**src/rtl/serial_pkg.sv**
```systemverilog
// rtl/serial_pkg.sv - shared constants and types for the buffered UART transmitter
package serial_pkg;

    localparam logic [3:0] REG_DATA   = 4'h0;
    localparam logic [3:0] REG_STATUS = 4'h4;
    localparam logic [3:0] REG_DIV    = 4'h8;
    localparam logic [3:0] REG_CTRL   = 4'hC;

    localparam int STAT_BUSY      = 0;
    localparam int STAT_EMPTY     = 1;
    localparam int STAT_FULL      = 2;
    localparam int STAT_OVF       = 3;
    localparam int STAT_COUNT_LSB = 8;

    localparam int CTRL_IRQ_EN  = 0;
    localparam int CTRL_TX_HOLD = 1;

    localparam logic [15:0] DIV_MIN = 16'd2;

    typedef enum logic [1:0] {
        PAR_NONE = 2'd0,
        PAR_EVEN = 2'd1,
        PAR_ODD  = 2'd2
    } parity_t;

    typedef enum logic [2:0] {
        IDLE,
        START,
        DATA,
        PARITY,
        STOP
    } tx_state_t;

    // Divisor values below the minimum would make a zero-length bit; clamp them.
    function automatic logic [15:0] eff_div(input logic [15:0] d);
        return (d < DIV_MIN) ? DIV_MIN : d;
    endfunction

endpackage

```
**src/rtl/serial_tx_fifo_if.sv**
```systemverilog
// rtl/serial_tx_fifo_if.sv - dmem bus slice seen by the serial transmitter
interface serial_tx_fifo_if;
    logic        sel;
    logic        we;
    logic        re;
    logic [3:0]  addr;
    logic [31:0] din;
    logic [31:0] dout;

    modport master (output sel, output we, output re, output addr, output din, input dout);
    modport slave  (input sel, input we, input re, input addr, input din, output dout);
endinterface

```
**src/rtl/sync_fifo.sv**
```systemverilog
// rtl/sync_fifo.sv - first-word-fall-through synchronous FIFO with occupancy count
module sync_fifo #(
    parameter int WIDTH = 8,
    parameter int DEPTH = 16
) (
    input  logic                     clock,
    input  logic                     clrn,
    input  logic                     push,
    input  logic [WIDTH-1:0]         din,
    input  logic                     pop,
    output logic [WIDTH-1:0]         dout,
    output logic                     full,
    output logic                     empty,
    output logic [$clog2(DEPTH):0]   count
);
    localparam int AW = $clog2(DEPTH);
    localparam int CW = AW + 1;

    logic [WIDTH-1:0] mem [DEPTH];
    logic [AW-1:0]    wr_ptr;
    logic [AW-1:0]    rd_ptr;
    logic [CW-1:0]    cnt;
    logic             do_push;
    logic             do_pop;

    // A pop frees a slot in the same edge, so a full FIFO still accepts a push then.
    always_comb begin
        do_pop  = pop & ~empty;
        do_push = push & (~full | do_pop);
    end

    // Storage array; contents need no reset because count gates every read.
    always_ff @(posedge clock) begin
        if (do_push) begin
            mem[wr_ptr] <= din;
        end
    end

    // Pointer and occupancy bookkeeping; pointers wrap naturally at the power-of-two depth.
    always_ff @(posedge clock or negedge clrn) begin
        if (!clrn) begin
            wr_ptr <= '0;
            rd_ptr <= '0;
            cnt    <= '0;
        end else begin
            if (do_push) begin
                wr_ptr <= wr_ptr + 1'b1;
            end
            if (do_pop) begin
                rd_ptr <= rd_ptr + 1'b1;
            end
            case ({do_push, do_pop})
                2'b10:   cnt <= cnt + 1'b1;
                2'b01:   cnt <= cnt - 1'b1;
                default: cnt <= cnt;
            endcase
        end
    end

    // Head of queue and flags are combinational from the registered state.
    always_comb begin
        dout  = mem[rd_ptr];
        full  = (cnt == CW'(DEPTH));
        empty = (cnt == '0);
        count = cnt;
    end

endmodule

```
**src/rtl/serial_tx_fifo.sv**
```systemverilog
// rtl/serial_tx_fifo.sv - buffered UART transmitter with register file, framing FSM and bit timer
module serial_tx_fifo #(
    parameter int FIFO_DEPTH = 16,
    parameter int DATA_BITS  = 8,
    parameter int PARITY     = 0,
    parameter int STOP_BITS  = 1,
    parameter int DIV_RESET  = 87
) (
    input  logic             clock,
    input  logic             clrn,
    serial_tx_fifo_if.slave  bus,
    output logic             tx,
    output logic             irq
);
    import serial_pkg::*;

    localparam int CW = $clog2(FIFO_DEPTH) + 1;

    logic [15:0]          div_reg;
    logic [1:0]           ctrl;
    logic                 ovf;

    tx_state_t            state;
    tx_state_t            state_nxt;
    logic                 tx_nxt;
    logic [16:0]          timer;
    logic [16:0]          timer_nxt;
    logic [15:0]          bit_div;
    logic [15:0]          bit_div_nxt;
    logic [DATA_BITS-1:0] shift;
    logic [DATA_BITS-1:0] shift_nxt;
    logic [2:0]           bit_cnt;
    logic [2:0]           bit_cnt_nxt;
    logic                 par;
    logic                 par_nxt;
    logic                 launch;
    logic [16:0]          bit_period;
    logic [16:0]          stop_period;
    logic [15:0]          div_now;

    logic                 pop;
    logic [DATA_BITS-1:0] fifo_dout;
    logic                 fifo_full;
    logic                 fifo_empty;
    logic [CW-1:0]        fifo_count;

    logic [3:0]           offset;
    logic                 wr_en;
    logic                 push_req;
    logic                 ovf_set;
    logic                 busy;
    logic                 start_ok;
    logic [31:0]          count_wide;
    logic [7:0]           count8;
    logic                 unused_bus;

    assign unused_bus = ^{bus.re, bus.din[31:16], bus.addr[1:0]};

    sync_fifo #(
        .WIDTH (DATA_BITS),
        .DEPTH (FIFO_DEPTH)
    ) u_fifo (
        .clock (clock),
        .clrn  (clrn),
        .push  (push_req),
        .din   (bus.din[DATA_BITS-1:0]),
        .pop   (pop),
        .dout  (fifo_dout),
        .full  (fifo_full),
        .empty (fifo_empty),
        .count (fifo_count)
    );

    // Bus decode and status terms shared by the register file and the FSM.
    always_comb begin
        offset     = {bus.addr[3:2], 2'b00};
        wr_en      = bus.sel & bus.we;
        push_req   = wr_en & (offset == REG_DATA);
        ovf_set    = push_req & fifo_full & ~pop;
        busy       = (state != IDLE);
        start_ok   = ~fifo_empty & ~ctrl[CTRL_TX_HOLD];
        count_wide = 32'(fifo_count);
        count8     = (count_wide > 32'd255) ? 8'hFF : count_wide[7:0];
    end

    // Read mux; reads have no side effects so this stays purely combinational.
    always_comb begin
        bus.dout = '0;
        case (offset)
            REG_STATUS: bus.dout = {16'b0, count8, 4'b0, ovf, fifo_full, fifo_empty, busy};
            REG_DIV:    bus.dout = {16'b0, div_reg};
            REG_CTRL:   bus.dout = {30'b0, ctrl};
            default:    bus.dout = '0;
        endcase
    end

    // Register file writes, sticky overflow (a new overflow beats a same-edge clear) and the irq level.
    always_ff @(posedge clock or negedge clrn) begin
        if (!clrn) begin
            div_reg <= 16'(DIV_RESET);
            ctrl    <= '0;
            ovf     <= 1'b0;
            irq     <= 1'b0;
        end else begin
            if (wr_en) begin
                case (offset)
                    REG_DIV:    div_reg <= bus.din[15:0];
                    REG_CTRL:   ctrl    <= bus.din[1:0];
                    REG_STATUS: if (bus.din[STAT_OVF]) ovf <= 1'b0;
                    default:    ;
                endcase
            end
            if (ovf_set) begin
                ovf <= 1'b1;
            end
            irq <= ctrl[CTRL_IRQ_EN] & fifo_empty & ~busy;
        end
    end

    // Framing FSM state, line and bit-timer registers; the line idles high.
    always_ff @(posedge clock or negedge clrn) begin
        if (!clrn) begin
            state   <= IDLE;
            tx      <= 1'b1;
            timer   <= '0;
            bit_div <= '0;
            shift   <= '0;
            bit_cnt <= '0;
            par     <= 1'b0;
        end else begin
            state   <= state_nxt;
            tx      <= tx_nxt;
            timer   <= timer_nxt;
            bit_div <= bit_div_nxt;
            shift   <= shift_nxt;
            bit_cnt <= bit_cnt_nxt;
            par     <= par_nxt;
        end
    end

    // Next-state logic: each bit lasts bit_div clocks, the timer counts down to zero.
    always_comb begin
        state_nxt   = state;
        tx_nxt      = tx;
        timer_nxt   = timer;
        bit_div_nxt = bit_div;
        shift_nxt   = shift;
        bit_cnt_nxt = bit_cnt;
        par_nxt     = par;
        pop         = 1'b0;
        launch      = 1'b0;
        div_now     = eff_div(div_reg);
        bit_period  = {1'b0, bit_div} - 17'd1;
        stop_period = 17'(STOP_BITS) * {1'b0, bit_div} - 17'd1;

        case (state)
            IDLE: begin
                launch = start_ok;
            end
            START: begin
                if (timer == '0) begin
                    state_nxt   = DATA;
                    tx_nxt      = shift[0];
                    shift_nxt   = shift >> 1;
                    bit_cnt_nxt = 3'(DATA_BITS - 1);
                    timer_nxt   = bit_period;
                end else begin
                    timer_nxt = timer - 17'd1;
                end
            end
            DATA: begin
                if (timer == '0) begin
                    if (bit_cnt == '0) begin
                        if (PARITY != int'(PAR_NONE)) begin
                            state_nxt = serial_pkg::PARITY;
                            tx_nxt    = par;
                            timer_nxt = bit_period;
                        end else begin
                            state_nxt = STOP;
                            tx_nxt    = 1'b1;
                            timer_nxt = stop_period;
                        end
                    end else begin
                        tx_nxt      = shift[0];
                        shift_nxt   = shift >> 1;
                        bit_cnt_nxt = bit_cnt - 3'd1;
                        timer_nxt   = bit_period;
                    end
                end else begin
                    timer_nxt = timer - 17'd1;
                end
            end
            serial_pkg::PARITY: begin
                if (timer == '0) begin
                    state_nxt = STOP;
                    tx_nxt    = 1'b1;
                    timer_nxt = stop_period;
                end else begin
                    timer_nxt = timer - 17'd1;
                end
            end
            STOP: begin
                if (timer == '0) begin
                    if (start_ok) begin
                        launch = 1'b1;
                    end else begin
                        state_nxt = IDLE;
                        tx_nxt    = 1'b1;
                    end
                end else begin
                    timer_nxt = timer - 17'd1;
                end
            end
            default: begin
                state_nxt = IDLE;
                tx_nxt    = 1'b1;
            end
        endcase

        // Frame start: the divisor is sampled here so mid-frame DIV writes wait for the next frame.
        if (launch) begin
            pop         = 1'b1;
            state_nxt   = START;
            tx_nxt      = 1'b0;
            shift_nxt   = fifo_dout;
            bit_div_nxt = div_now;
            timer_nxt   = {1'b0, div_now} - 17'd1;
            par_nxt     = (^fifo_dout) ^ (PARITY == int'(PAR_ODD));
        end
    end

endmodule

```
**src/flat_wrapper.sv**
```systemverilog
// flat-port wrapper written by rule: the top's interface ports become plain ports
module serial_tx_fifo_flat import serial_pkg::*;
#(
    parameter int FIFO_DEPTH = 16,
    parameter int DATA_BITS  = 8,
    parameter int PARITY     = 0,
    parameter int STOP_BITS  = 1,
    parameter int DIV_RESET  = 87
)
  (clock, clrn, tx, irq, bus_sel, bus_we, bus_re, bus_addr, bus_din, bus_dout);
  serial_tx_fifo_if bus_i ();
  input  logic clock;
  input  logic clrn;
  output logic tx;
  output logic irq;
  input wire logic [$bits(bus_i.sel)-1:0] bus_sel;
  input wire logic [$bits(bus_i.we)-1:0] bus_we;
  input wire logic [$bits(bus_i.re)-1:0] bus_re;
  input wire logic [$bits(bus_i.addr)-1:0] bus_addr;
  input wire logic [$bits(bus_i.din)-1:0] bus_din;
  output wire logic [$bits(bus_i.dout)-1:0] bus_dout;
  assign bus_i.sel = bus_sel;
  assign bus_i.we = bus_we;
  assign bus_i.re = bus_re;
  assign bus_i.addr = bus_addr;
  assign bus_i.din = bus_din;
  assign bus_dout = bus_i.dout;
  serial_tx_fifo #(.FIFO_DEPTH(FIFO_DEPTH), .DATA_BITS(DATA_BITS), .PARITY(PARITY), .STOP_BITS(STOP_BITS), .DIV_RESET(DIV_RESET)) u_core (.clock(clock), .clrn(clrn), .bus(bus_i), .tx(tx), .irq(irq));
endmodule
```
**config.mk**
```make
export PLATFORM = sky130hd
export DESIGN_NAME = serial_tx_fifo_flat
export DESIGN_NICKNAME = d
export VERILOG_FILES = /design/src/rtl/serial_pkg.sv /design/src/rtl/serial_tx_fifo_if.sv /design/src/rtl/sync_fifo.sv /design/src/rtl/serial_tx_fifo.sv /design/src/flat_wrapper.sv
export SDC_FILE = /design/constraint.sdc
export NUM_CORES = 1
export LEC_CHECK = 0
export BUFFER_PORTS_ARGS = -buffer_cell sky130_fd_sc_hd__buf_2
export CAP_MARGIN = 25
export CORE_ASPECT_RATIO = 1.25
export CORE_MARGIN = 4
export CORE_UTILIZATION = 50
export CTS_BUF_LIST = sky130_fd_sc_hd__clkbuf_2 sky130_fd_sc_hd__clkbuf_4 sky130_fd_sc_hd__clkbuf_8
export DETAILED_ROUTE_END_ITERATION = 10
export GPL_TIMING_DRIVEN = 0
export PLACE_DENSITY = 0.75
export SETUP_SLACK_MARGIN = 0.2
export SYNTH_ARGS = -nofsm -noshare
export SYNTH_HDL_FRONTEND = slang
export SYNTH_SLANG_ARGS = --single-unit
```
**constraint.sdc**
```tcl
create_clock -name clock -period 6.8 [get_ports clock]
set_input_delay 0.34 -clock clock [delete_from_list [all_inputs] [get_ports clock]]
set_output_delay 0.34 -clock clock [all_outputs]
set_load 0.02 [all_outputs]
```
==> flow_summary.toml, run 1 <==
[detailed_routing]
detailroute.wirelength.met2_mm = 11.3
top_layer = "met4"
detail_route.wirelength.met1_mm = 8.92
drtPass1Iterations = 5
drt-initial-drc-count = 450
wl_met3_mm = 1.24
route.detailed.vias_per_inst = 5.72
overall_via_count_from_detail_route = 6459
routedWlPerCell_um = 19.9
route.final.wire_length_mm = 22.4
ant_nets = 0
remaining_drcs = 0

[die]
fp.dieH_um = 165
effective_utilization_at_floorplan_pct = 50.7
io_pins = 75
placeable_area_mm2 = 0.0195
std_cell_rows = 57
dieArea_mm2 = 0.0221
die_w_um = 134

[finish]
final_net_count = 891
final_layout_size_suffix_gt1_share_pct = 25.1
largest_reg_flops = 128
final_util_pct = 57.9
filler_cell_count = 1528
largest_registers = "u_core.u_fifo.mem x128, u_core.timer x17"
final_cell_mix = "edfxtp_1 (128), nand2_1 (85), dfrtp_1 (75)"
finalNonFillerCells = 1130
diodes = 0
seqCellArea_mm2 = 0.00588
final_common_cell = "edfxtp_1"
multi_input_area_mm2 = 0.00371
regMostFlops = "u_core.u_fifo.mem"
layout-area-overhead-vs-synth_pct = 14.0

[flow_run]
max-cap-violations = 0

[sta]
timing.slew.headroom_pct = 31.4
fin_crit_sh_pct = 58.1
setup_repair_after_global_routing_missed_its_margin = "false"
final_hold_vios = 0
setup-tns-final_ns = 0
fmax_mhz = 253
finalWorstPathRequiredPeriod_ns = 3.95
setup_viol_count_final = 0
timing.clock.skew_ns = 0.0446
tightest_slew_ns = 1.02
drv_slew = 0

[power]
power.share.switching_pct = 33.8
power.combinational.fraction_pct = 30.9
sequentialPowerShare_pct = 41.8
leakagePower_nw = 4.33
peakVddDrop_mv = 0.213
intPower_w = 0.00283
net-switching-power_w = 0.00145
power.clock.fraction_pct = 27.4
power_density_mw_per_mm2 = 380

[critical_path]
critPathArrivalTime_ns = 4.18
crit_end_category = "flop"
worst_setup_path_start_kind = "flop"
timing.reg2reg.setup_slack_ns = 2.85
critical_path_required_time_ns = 7.03
cp_max_fo = 10
crit_type = "flop to flop"

[worst_hold_path]
class_of_the_tightest_hold_or_removal_check = "input pin to flop"

[logic_synthesis]
edff_count_synth = 128
mappedNetlistArea_mm2 = 0.00988
ys_ff_latch = 209
async_flop_share_pct = 38.8
synthesis.area_per_instance_um2 = 13.3
yosysWarningCount = 0
ys.flop_type = "edfxtp_1"
syn_inst = 742
synth_seq_area_share_pct = 59.5
synth_cell_type_count = 66

[clock_network]
cts.path.max_buffers = 3
clock_tree.htree_level_count = 2
clock_insertion_delay_worst_skew_ns = 0.54
tritoncts_num_sinks = 209
numCtsBuffers = 35
tritoncts = "built"
cts_root_buf = "clkbuf_8"
worst_setup_hold_path_clk_slew_ns = 0.06

[placed_design]
detailedPlacementHpwl_mm = 15.7
io_buffers = 38
dp.cells = 1065
place.gp.congestion = 0.959

[global_routing]
grt_max_degree = 52
grt_first_pass_wirelength_mm = 35.9
grt_antenna_before_repair = 0
track_usage_pct = 21.0
overflow = 0
grt_pass1_vias = 6418

[outcome]
status = "finished clean"
## cell type report
cell class	instances	area share, %
Sequential cell	209	52.2
Multi-Input combinational cell	482	33.0
Clock buffer	50	5.44
Tap cell	265	2.94
Buffer	56	2.73
Timing Repair Buffer	44	2.24
Clock inverter	14	1.18
Inverter	10	0.333
## per-stage QoR
stage,worst slack [ns],hold WS [ns],total power [W],area (µm²)
5_1_grt,2.65,0.0168,0.00453,11300
3_3_place_gp,2.87,0.496,0.00309,10500
6_report,2.85,0.0343,0.00428,11300
3_5_place_dp,2.95,0.330,0.00311,10500
2_1_floorplan,3.88,0.0444,0.00275,9940
4_1_cts,2.93,0.00956,0.00430,11300
## worst max-delay path, cell delays in order (launching register included)
cell and delay [ns]:
dfrtp_1 0.41, inv_1 0.11, ha_1 0.20, nor4b_1 0.41
nand4_2 0.37, a21oi_2 0.43, o21a_1 0.27, buf_4 0.20
nand2_1 0.15, nor3_1 0.81, buf_4 0.28
## cells in the mapped netlist, drive strengths merged, types with 3 or more instances
| cell type | number | area, µm² |
|---|---|---|
| edfxtp | 128 | 3840 |
| nand2 | 85 | 319 |
| dfrtp | 75 | 1880 |
| nor2 | 46 | 175 |
| mux4 | 40 | 901 |
| buf | 36 | 229 |
| o21ai | 26 | 134 |
| nor3 | 25 | 130 |
| xnor2 | 24 | 210 |
| xor2 | 22 | 193 |
| a21oi | 21 | 113 |
| mux2 | 21 | 236 |
| clkbuf | 20 | 78.8 |
| and2 | 16 | 100 |
| nor4 | 16 | 128 |
| ha | 12 | 150 |
| a221o | 10 | 100 |
| inv | 10 | 37.5 |
| or4 | 9 | 78.8 |
| a22o | 8 | 70.1 |
| nand3 | 8 | 40.0 |
| nand2b | 7 | 43.8 |
| dfstp | 6 | 158 |
| nand4 | 6 | 43.8 |
| a22oi | 5 | 37.5 |
| nor2b | 5 | 31.3 |
| a31oi | 4 | 25.0 |
| and3 | 4 | 25.0 |
| o211ai | 4 | 30.0 |
| o31ai | 4 | 30.0 |
| or3 | 4 | 25.0 |
| a211oi | 3 | 22.5 |
| nor3b | 3 | 22.5 |
| o21a | 3 | 22.5 |
| or3b | 3 | 26.3 |
## worst paths after layout
check	cells past startpoint	start	end
worst min register to register	2	u_core.ovf$_DFFE_PN0P_	u_core.ovf$_DFFE_PN0P_
min in group asynchronous	2	clrn	u_core.u_fifo.wr_ptr[2]$_DFFE_PN0P_
worst max-delay path	10	u_core.timer[0]$_DFFE_PN0P_	u_core.u_fifo.mem[0][6]$_DFFE_PP_
worst min-delay path	2	bus_din[8]	u_core.div_reg[8]$_DFFE_PN0P_
max in group asynchronous	3	clrn	u_core.div_reg[4]$_DFFE_PN1P_
worst max register to register	10	u_core.timer[0]$_DFFE_PN0P_	u_core.u_fifo.mem[0][6]$_DFFE_PP_
## per-layer routing
metal	global-route usage (%)	up-vias
met2	35.8	240
met1	26.5	3205
met5	0	-
met3	3.61	60
li1	-	2954
met4	9.64	0
## kinds of logic (layout without fill, tap and decap cells)
group,after synthesis,count (layout),synth area share (%)
AND/OR/NAND/NOR,243,243,12.6
flip-flops,209,209,59.5
AO/OA/AOI/OAI,102,102,7.09
buffers and inverters,66,174,3.49
multiplexers,63,63,11.7
XOR/XNOR,46,46,4.08
adder cells (fa/ha/maj),12,12,1.52
other,1,16,0.0380
## power groups by stage
stage / clock, W / sequential (W) / combinational [W]
after global routing: 0.00126 / 0.00182 / 0.00146
after CTS: 0.00120 / 0.00178 / 0.00132
after detailed placement: 0 / 0.00180 / 0.00131
final: 0.00117 / 0.00179 / 0.00132
after global placement: 0 / 0.00180 / 0.00129
after floorplan: 0 / 0.00173 / 0.00102
## what timing repair did
item,4_1_cts,5_1_grt
gates resized for setup,0,0
endpoints found under the hold margin,30,0
hold buffers,1,0
setup buffers,0,0
Note: power is estimated with default switching activity, not from simulation.
==> run 2: changes to the inputs <==
- ABC_AREA: unset -> 1
- PLACE_DENSITY: 0.75 -> 0.78
- clock period: 6.8 -> 3.3 ns (I/O delays scaled with it)
==> flow_summary.toml, run 2 <==
[detailed_routing]
drt-initial-drc-count = 764
route.final.wire_length_mm = 25.1
route.detailed.vias_per_inst = 5.45
ant_nets = 0
drtPass1Iterations = 6
routedWlPerCell_um = 17.3
overall_via_count_from_detail_route = 7918
remaining_drcs = 0

[sta]
finalWorstPathRequiredPeriod_ns = 3.03
drv_slew = 0
timing.slew.headroom_pct = 43.8
timing.clock.skew_ns = 0.0161
setup_repair_after_global_routing_missed_its_margin = "true"
tightest_slew_ns = 0.840
fmax_mhz = 330
final_hold_vios = 0
fin_crit_sh_pct = 91.8
setup-tns-final_ns = 0
setup_viol_count_final = 0

[die]
effective_utilization_at_floorplan_pct = 51.4
dieArea_mm2 = 0.0225
io_pins = 75
die_w_um = 135
placeable_area_mm2 = 0.0196
std_cell_rows = 57
fp.dieH_um = 167

[outcome]
status = "finished clean"

[placed_design]
io_buffers = 39
placed_area_mm2 = 0.0107
detailedPlacementHpwl_mm = 17.9
place.gp.congestion = 0.922

[finish]
largest_reg_flops = 128
final_cell_area_mm2 = 0.0115
final_net_count = 1220
final_util_pct = 58.4
final_common_cell = "nor2_1"
final_layout_size_suffix_gt1_share_pct = 13.3
regMostFlops = "u_core.u_fifo.mem"
diodes = 0
layout-area-overhead-vs-synth_pct = 13.5
largest_registers = "u_core.u_fifo.mem x128, u_core.timer x17"
final_cell_mix = "nor2_1 (181), nand2_1 (150), edfxtp_1 (128)"

[worst_hold_path]
class_of_the_tightest_hold_or_removal_check = "input pin to flop"

[logic_synthesis]
synth_largest_type_area_fraction_pct = 38.1
ys_ff_latch = 209
edff_count_synth = 128
yosys.cell_count.top_type = "nor2_1"
synth_area_leader_cell = "edfxtp_1"
syn_inst = 1065
synthesis.area_per_instance_um2 = 9.47
synth_cell_type_count = 45
async_flop_share_pct = 38.8
synth_top_cells_by_area = "edfxtp_1 (38%), dfrtp_1 (19%), nor2_1 (7.1%), o21ai_0 (5.8%), nand2_1 (5.6%)"
mappedNetlistArea_mm2 = 0.0101
yosysWarningCount = 0
ys.flop_type = "edfxtp_1"
synth.top_cells.by_count = "nor2_1 (190), nand2_1 (150), edfxtp_1 (128)"
synth_seq_area_share_pct = 58.3

[critical_path]
worst_setup_path_start_kind = "flop"
cp_max_fo = 10
worst_path_largest_cell_delay_ns = 0.69
critical_path_cell_list = "inv_1, ha_1, inv_1, nor2_1, nand2_2, nor2_4, nand2_4, nand2_4, nand2_2, buf_6, a21oi_4, nand2_1, nor2_1"
crit_type = "flop to flop"
critPathArrivalTime_ns = 3.17
worst_path_max_delay_cell = "nor2_1"
path_buf_inv = 3
critical_path_required_time_ns = 3.44
critical_path.top_delay_family = "simple AND/OR/NAND/NOR gates"
crit_end_category = "flop"

[global_routing]
grt_max_degree = 42
overflow = 0
grt_use_met2_pct = 39.3
track_usage_pct = 21.9
grt_antenna_before_repair = 0
gr_met3_demand_resource_pct = 4.19
grt_first_pass_wirelength_mm = 38.7
grt_pass1_vias = 7592
globalRoute.busiestLayer = "met2"
gr_util_met1_pct = 25.3

[power]
leakagePower_nw = 4.62
peakVddDrop_mv = 0.485
power_density_mw_per_mm2 = 807

[clock_network]
cts.path.max_buffers = 3
cts_root_buf = "clkbuf_8"
numCtsBuffers = 34
tritoncts = "built"
clock_insertion_delay_worst_skew_ns = 0.52
tritoncts_num_sinks = 209
worst_setup_hold_path_clk_slew_ns = 0.06
clock_tree.htree_level_count = 2

[flow_run]
max-cap-violations = 0
## run 2: changes by cell type after synthesis, sizes merged, moves of 15 or more
cell,before,now
inv,10,92
nor2,46,196
a21oi,21,39
nand3,8,61
nor3,25,10
and2,16,0
mux4,40,0
mux2,21,1
nand2,85,158
nor4,16,1
o21ai,26,121
o211ai,4,26
o221ai,0,16
xnor2,24,6
## run 2: area by class of cell
| cell class | count | area (µm²) |
|---|---|---|
| Sequential cell | 209 | 5880 |
| Multi-Input combinational cell | 722 | 3650 |
| Buffer | 55 | 293 |
| Timing Repair Buffer | 51 | 325 |
| Fill cell | 1667 | 8160 |
| Clock buffer | 45 | 557 |
| Tap cell | 265 | 332 |
| Inverter | 94 | 353 |
| Clock inverter | 13 | 63.8 |
## run 2: repair_timing
| action | CTS | global route |
|---|---|---|
| hold endpoints to repair | 48 | 0 |
| setup buffers | 0 | 1 |
| resized for setup | 0 | 12 |
| hold buffers | 10 | 0 |
| setup endpoints to repair | 0 | 81 |
## run 2: report_power, final
| part | total [W] | switching, W | leakage (nW) | internal [W] |
|---|---|---|---|---|
| clock | 0.00209 | 0.000992 | 0.333 | 0.00110 |
| combinational | 0.00356 | 0.00241 | 2.18 | 0.00115 |
| sequential | 0.00359 | 0.000379 | 2.11 | 0.00321 |
| total | 0.00924 | 0.00378 | 4.62 | 0.00546 |
## run 2: path summary, 6_finish.rpt
check / start / endpoint / slack, ns / depth (start not counted)
worst max-delay path: u_core.timer[0]$_DFFE_PN0P_ / u_core.u_fifo.mem[7][2]$_DFFE_PP_ / 0.27 / 13
worst min-delay path: bus_din[5] / u_core.u_fifo.mem[7][5]$_DFFE_PP_ / 0.03 / 1
worst max register to register: u_core.timer[0]$_DFFE_PN0P_ / u_core.u_fifo.mem[7][2]$_DFFE_PP_ / 0.27 / 13
worst min register to register: u_core.bit_cnt[2]$_DFFE_PN0P_ / u_core.bit_cnt[2]$_DFFE_PN0P_ / 0.48 / 2
max in group asynchronous: clrn / u_core.div_reg[6]$_DFFE_PN1P_ / 2.45 / 3
min in group asynchronous: clrn / u_core.u_fifo.count[3]$_DFFE_PN0P_ / 0.17 / 2
## run 2: worst reg2reg max path, stage by stage (launching register included)
cell	delay, ns
dfrtp_1	0.42
inv_1	0.11
ha_1	0.15
inv_1	0.04
nor2_1	0.15
nand2_2	0.08
nor2_4	0.11
nand2_4	0.09
nand2_4	0.09
nand2_2	0.06
buf_6	0.16
a21oi_4	0.26
nand2_1	0.23
nor2_1	0.69
## run 2: layer usage
layer	vias up	wire, µm
met5	-	0
met4	0	946
met3	64	1710
met2	286	13100
met1	3737	9400
li1	3831	-
## run 2: kinds of logic (layout without fill, tap and decap cells)
group                    Yosys count  after routing  synth area share, %
AO/OA/AOI/OAI                    234            234                 13.7
AND/OR/NAND/NOR                  437            437                 18.1
XOR/XNOR                          21             21                 1.82
buffers and inverters            149            258                 6.40
other                              1             16               0.0372
multiplexers                       2              2                0.211
flip-flops                       209            209                 58.3
adder cells (fa/ha/maj)           12             12                 1.49
## run 2: per-stage QoR
stage | setup slack [ns] | std cells | hold WS, ns | total power [W]
final | 0.271 | 1454 | 0.0341 | 0.00924
after global routing | 0.0977 | 1454 | 0.0336 | 0.00987
after CTS | 0.258 | 1453 | 0.0152 | 0.00919
after detailed placement | 0.256 | 1385 | 0.186 | 0.00709
after global placement | 0.321 | 1384 | 0.419 | 0.00699
after floorplan | 0.875 | 1080 | -0.131 | 0.00603
==> run 3: changes to the inputs <==
- PLACE_DENSITY: 0.78 -> 0.75
- RECOVER_POWER: unset -> 100
- clock period: 3.3 -> 3.51 ns (I/O delays scaled with it)
==> flow_summary.toml, run 3 (synthesis gave the netlist of run 2 again) <==
[detailed_routing]
route.detailed.vias_per_inst = 5.55
overall_via_count_from_detail_route = 8063
route.final.wire_length_mm = 25.5
routedWlPerCell_um = 17.6
drtPass1Iterations = 6
remaining_drcs = 0
ant_nets = 0
drt-initial-drc-count = 689

[placed_design]
place.gp.congestion = 0.927
dp.cells = 1385
detailedPlacementHpwl_mm = 18.1
io_buffers = 39

[sta]
timing.slew.headroom_pct = -53.1
drv_slew = 41
setup-tns-final_ns = 0
timing.clock.skew_ns = 0.0210
final_hold_vios = 0
tightest_slew_ns = 2.30
finalWorstPathRequiredPeriod_ns = 3.19
setup_repair_after_global_routing_missed_its_margin = "false"
setup_viol_count_final = 0
fmax_mhz = 313
fin_crit_sh_pct = 90.9
fin_worst_hold_slack_ns = 0.0454

[finish]
finalNonFillerCells = 1453
final_net_count = 1218
final_layout_size_suffix_gt1_share_pct = 9.01
regMostFlops = "u_core.u_fifo.mem"
largest_reg_flops = 128
multi_input_area_mm2 = 0.00360
final_common_cell = "nor2_1"
layout-area-overhead-vs-synth_pct = 13.3
filler_cell_count = 1680
diodes = 0
seqCellArea_mm2 = 0.00588
final_cell_mix = "nor2_1 (191), nand2_1 (153), edfxtp_1 (128)"
largest_registers = "u_core.u_fifo.mem x128, u_core.timer x17"

[die]
std_cell_rows = 57
die_w_um = 135
fp.dieH_um = 167
dieArea_mm2 = 0.0225
io_pins = 75
effective_utilization_at_floorplan_pct = 51.4
placeable_area_mm2 = 0.0196

[clock_network]
cts.path.max_buffers = 3
worst_setup_hold_path_clk_slew_ns = 0.06
tritoncts = "built"
cts_root_buf = "clkbuf_8"
tritoncts_num_sinks = 209
clock_tree.htree_level_count = 2
numCtsBuffers = 34
clock_insertion_delay_worst_skew_ns = 0.53
cts_post_setup_buffers_inserted = 0

[critical_path]
critical_path.most_common_cell = "nor2_1"
critical_path_cell_list = "inv_1, ha_1, inv_1, nor2_1, nand2_2, nor2_1, nand2_4, nand2_4, nand2_1, buf_6, a21oi_4, nand2_1, nor2_1"
critical_path_required_time_ns = 3.65
worst_path_largest_cell_delay_ns = 0.76
cp_max_fo = 10
crit_type = "flop to flop"
crit_end_category = "flop"
worst_setup_path_start_kind = "flop"
worst_path_max_delay_cell = "nor2_1"
critPathArrivalTime_ns = 3.33

[flow_run]
max-cap-violations = 1

[global_routing]
grt_first_pass_wirelength_mm = 39.2
grt_max_degree = 42
track_usage_pct = 22.3
overflow = 0
grt_antenna_before_repair = 0
grt_pass1_vias = 7595

[power]
leakagePower_nw = 4.55
peakVddDrop_mv = 0.449
power_density_mw_per_mm2 = 777
p_total_w = 0.00888

[worst_hold_path]
class_of_the_tightest_hold_or_removal_check = "input pin to flop"

[outcome]
status = "finished, violations left"
failed_checks = "capacitance limit, slew limit"
run 3: what timing repair did:
item / 4_1_cts / 5_1_grt
endpoints found under the setup margin: 0 / 1
hold buffers: 9 / 0
hold endpoints to repair: 46 / 0
resized for setup: 0 / 1
run 3: routing by layer:
metal / wire (µm) / up-vias / global-route usage (%)
met4: 1040 / 0 / 10.7
met2: 13200 / 375 / 39.4
li1: - / 3838 / -
met1: 9330 / 3776 / 26.0
met3: 1910 / 74 / 3.92
met5: 0 / - / 0
run 3: final timing paths:
check	from	end	slack, ns	cells past startpoint
max	u_core.timer[0]$_DFFE_PN0P_	u_core.u_fifo.mem[5][2]$_DFFE_PP_	0.32	13
min	bus_we	u_core.ovf$_DFFE_PN0P_	0.05	4
max reg2reg	u_core.timer[0]$_DFFE_PN0P_	u_core.u_fifo.mem[5][2]$_DFFE_PP_	0.32	13
min reg2reg	u_core.bit_cnt[2]$_DFFE_PN0P_	u_core.bit_cnt[2]$_DFFE_PN0P_	0.49	2
max in group asynchronous	clrn	u_core.div_reg[15]$_DFFE_PN0P_	1.30	2
min in group asynchronous	clrn	u_core.u_fifo.count[0]$_DFFE_PN0P_	0.89	2
run 3: metrics by stage:
step | worst slack, ns | cell area [µm²] | util (%)
final | 0.320 | 11400 | 58.3
after global placement | 0.491 | 10700 | 54.4
after CTS | 0.461 | 11500 | 58.6
after global routing | 0.136 | 11400 | 58.3
after floorplan | 1.08 | 10100 | -
after detailed placement | 0.454 | 10700 | 54.5
run 3: power breakdown:
group / switching, W / total (W) / leakage [nW] / internal [W]
Clock: 0.000950 / 0.00221 / 0.374 / 0.00126
Combinational: 0.00224 / 0.00329 / 2.06 / 0.00105
Sequential: 0.000362 / 0.00338 / 2.11 / 0.00302
Total: 0.00355 / 0.00888 / 4.55 / 0.00532
run 3: worst max-delay path, delay by kind of cell, from the launching register on:
kind / cells / cell delay (ns)
DFF: 1 / 0.43
buffers and inverters: 3 / 0.33
AOI/OAI and AO/OA: 1 / 0.27
adders and majority gates: 1 / 0.15
and+or+nand+nor: 8 / 1.61
run 3: area by class of cell:
| type | instances | area share (%) |
|---|---|---|
| buffer | 55 | 2.47 |
| clock buffer | 47 | 5.28 |
| clock inverter | 12 | 0.942 |
| inverter | 94 | 3.09 |
| multi-input combinational | 722 | 31.5 |
| sequential | 209 | 51.4 |
| tap | 265 | 2.90 |
| timing repair buffer | 49 | 2.36 |
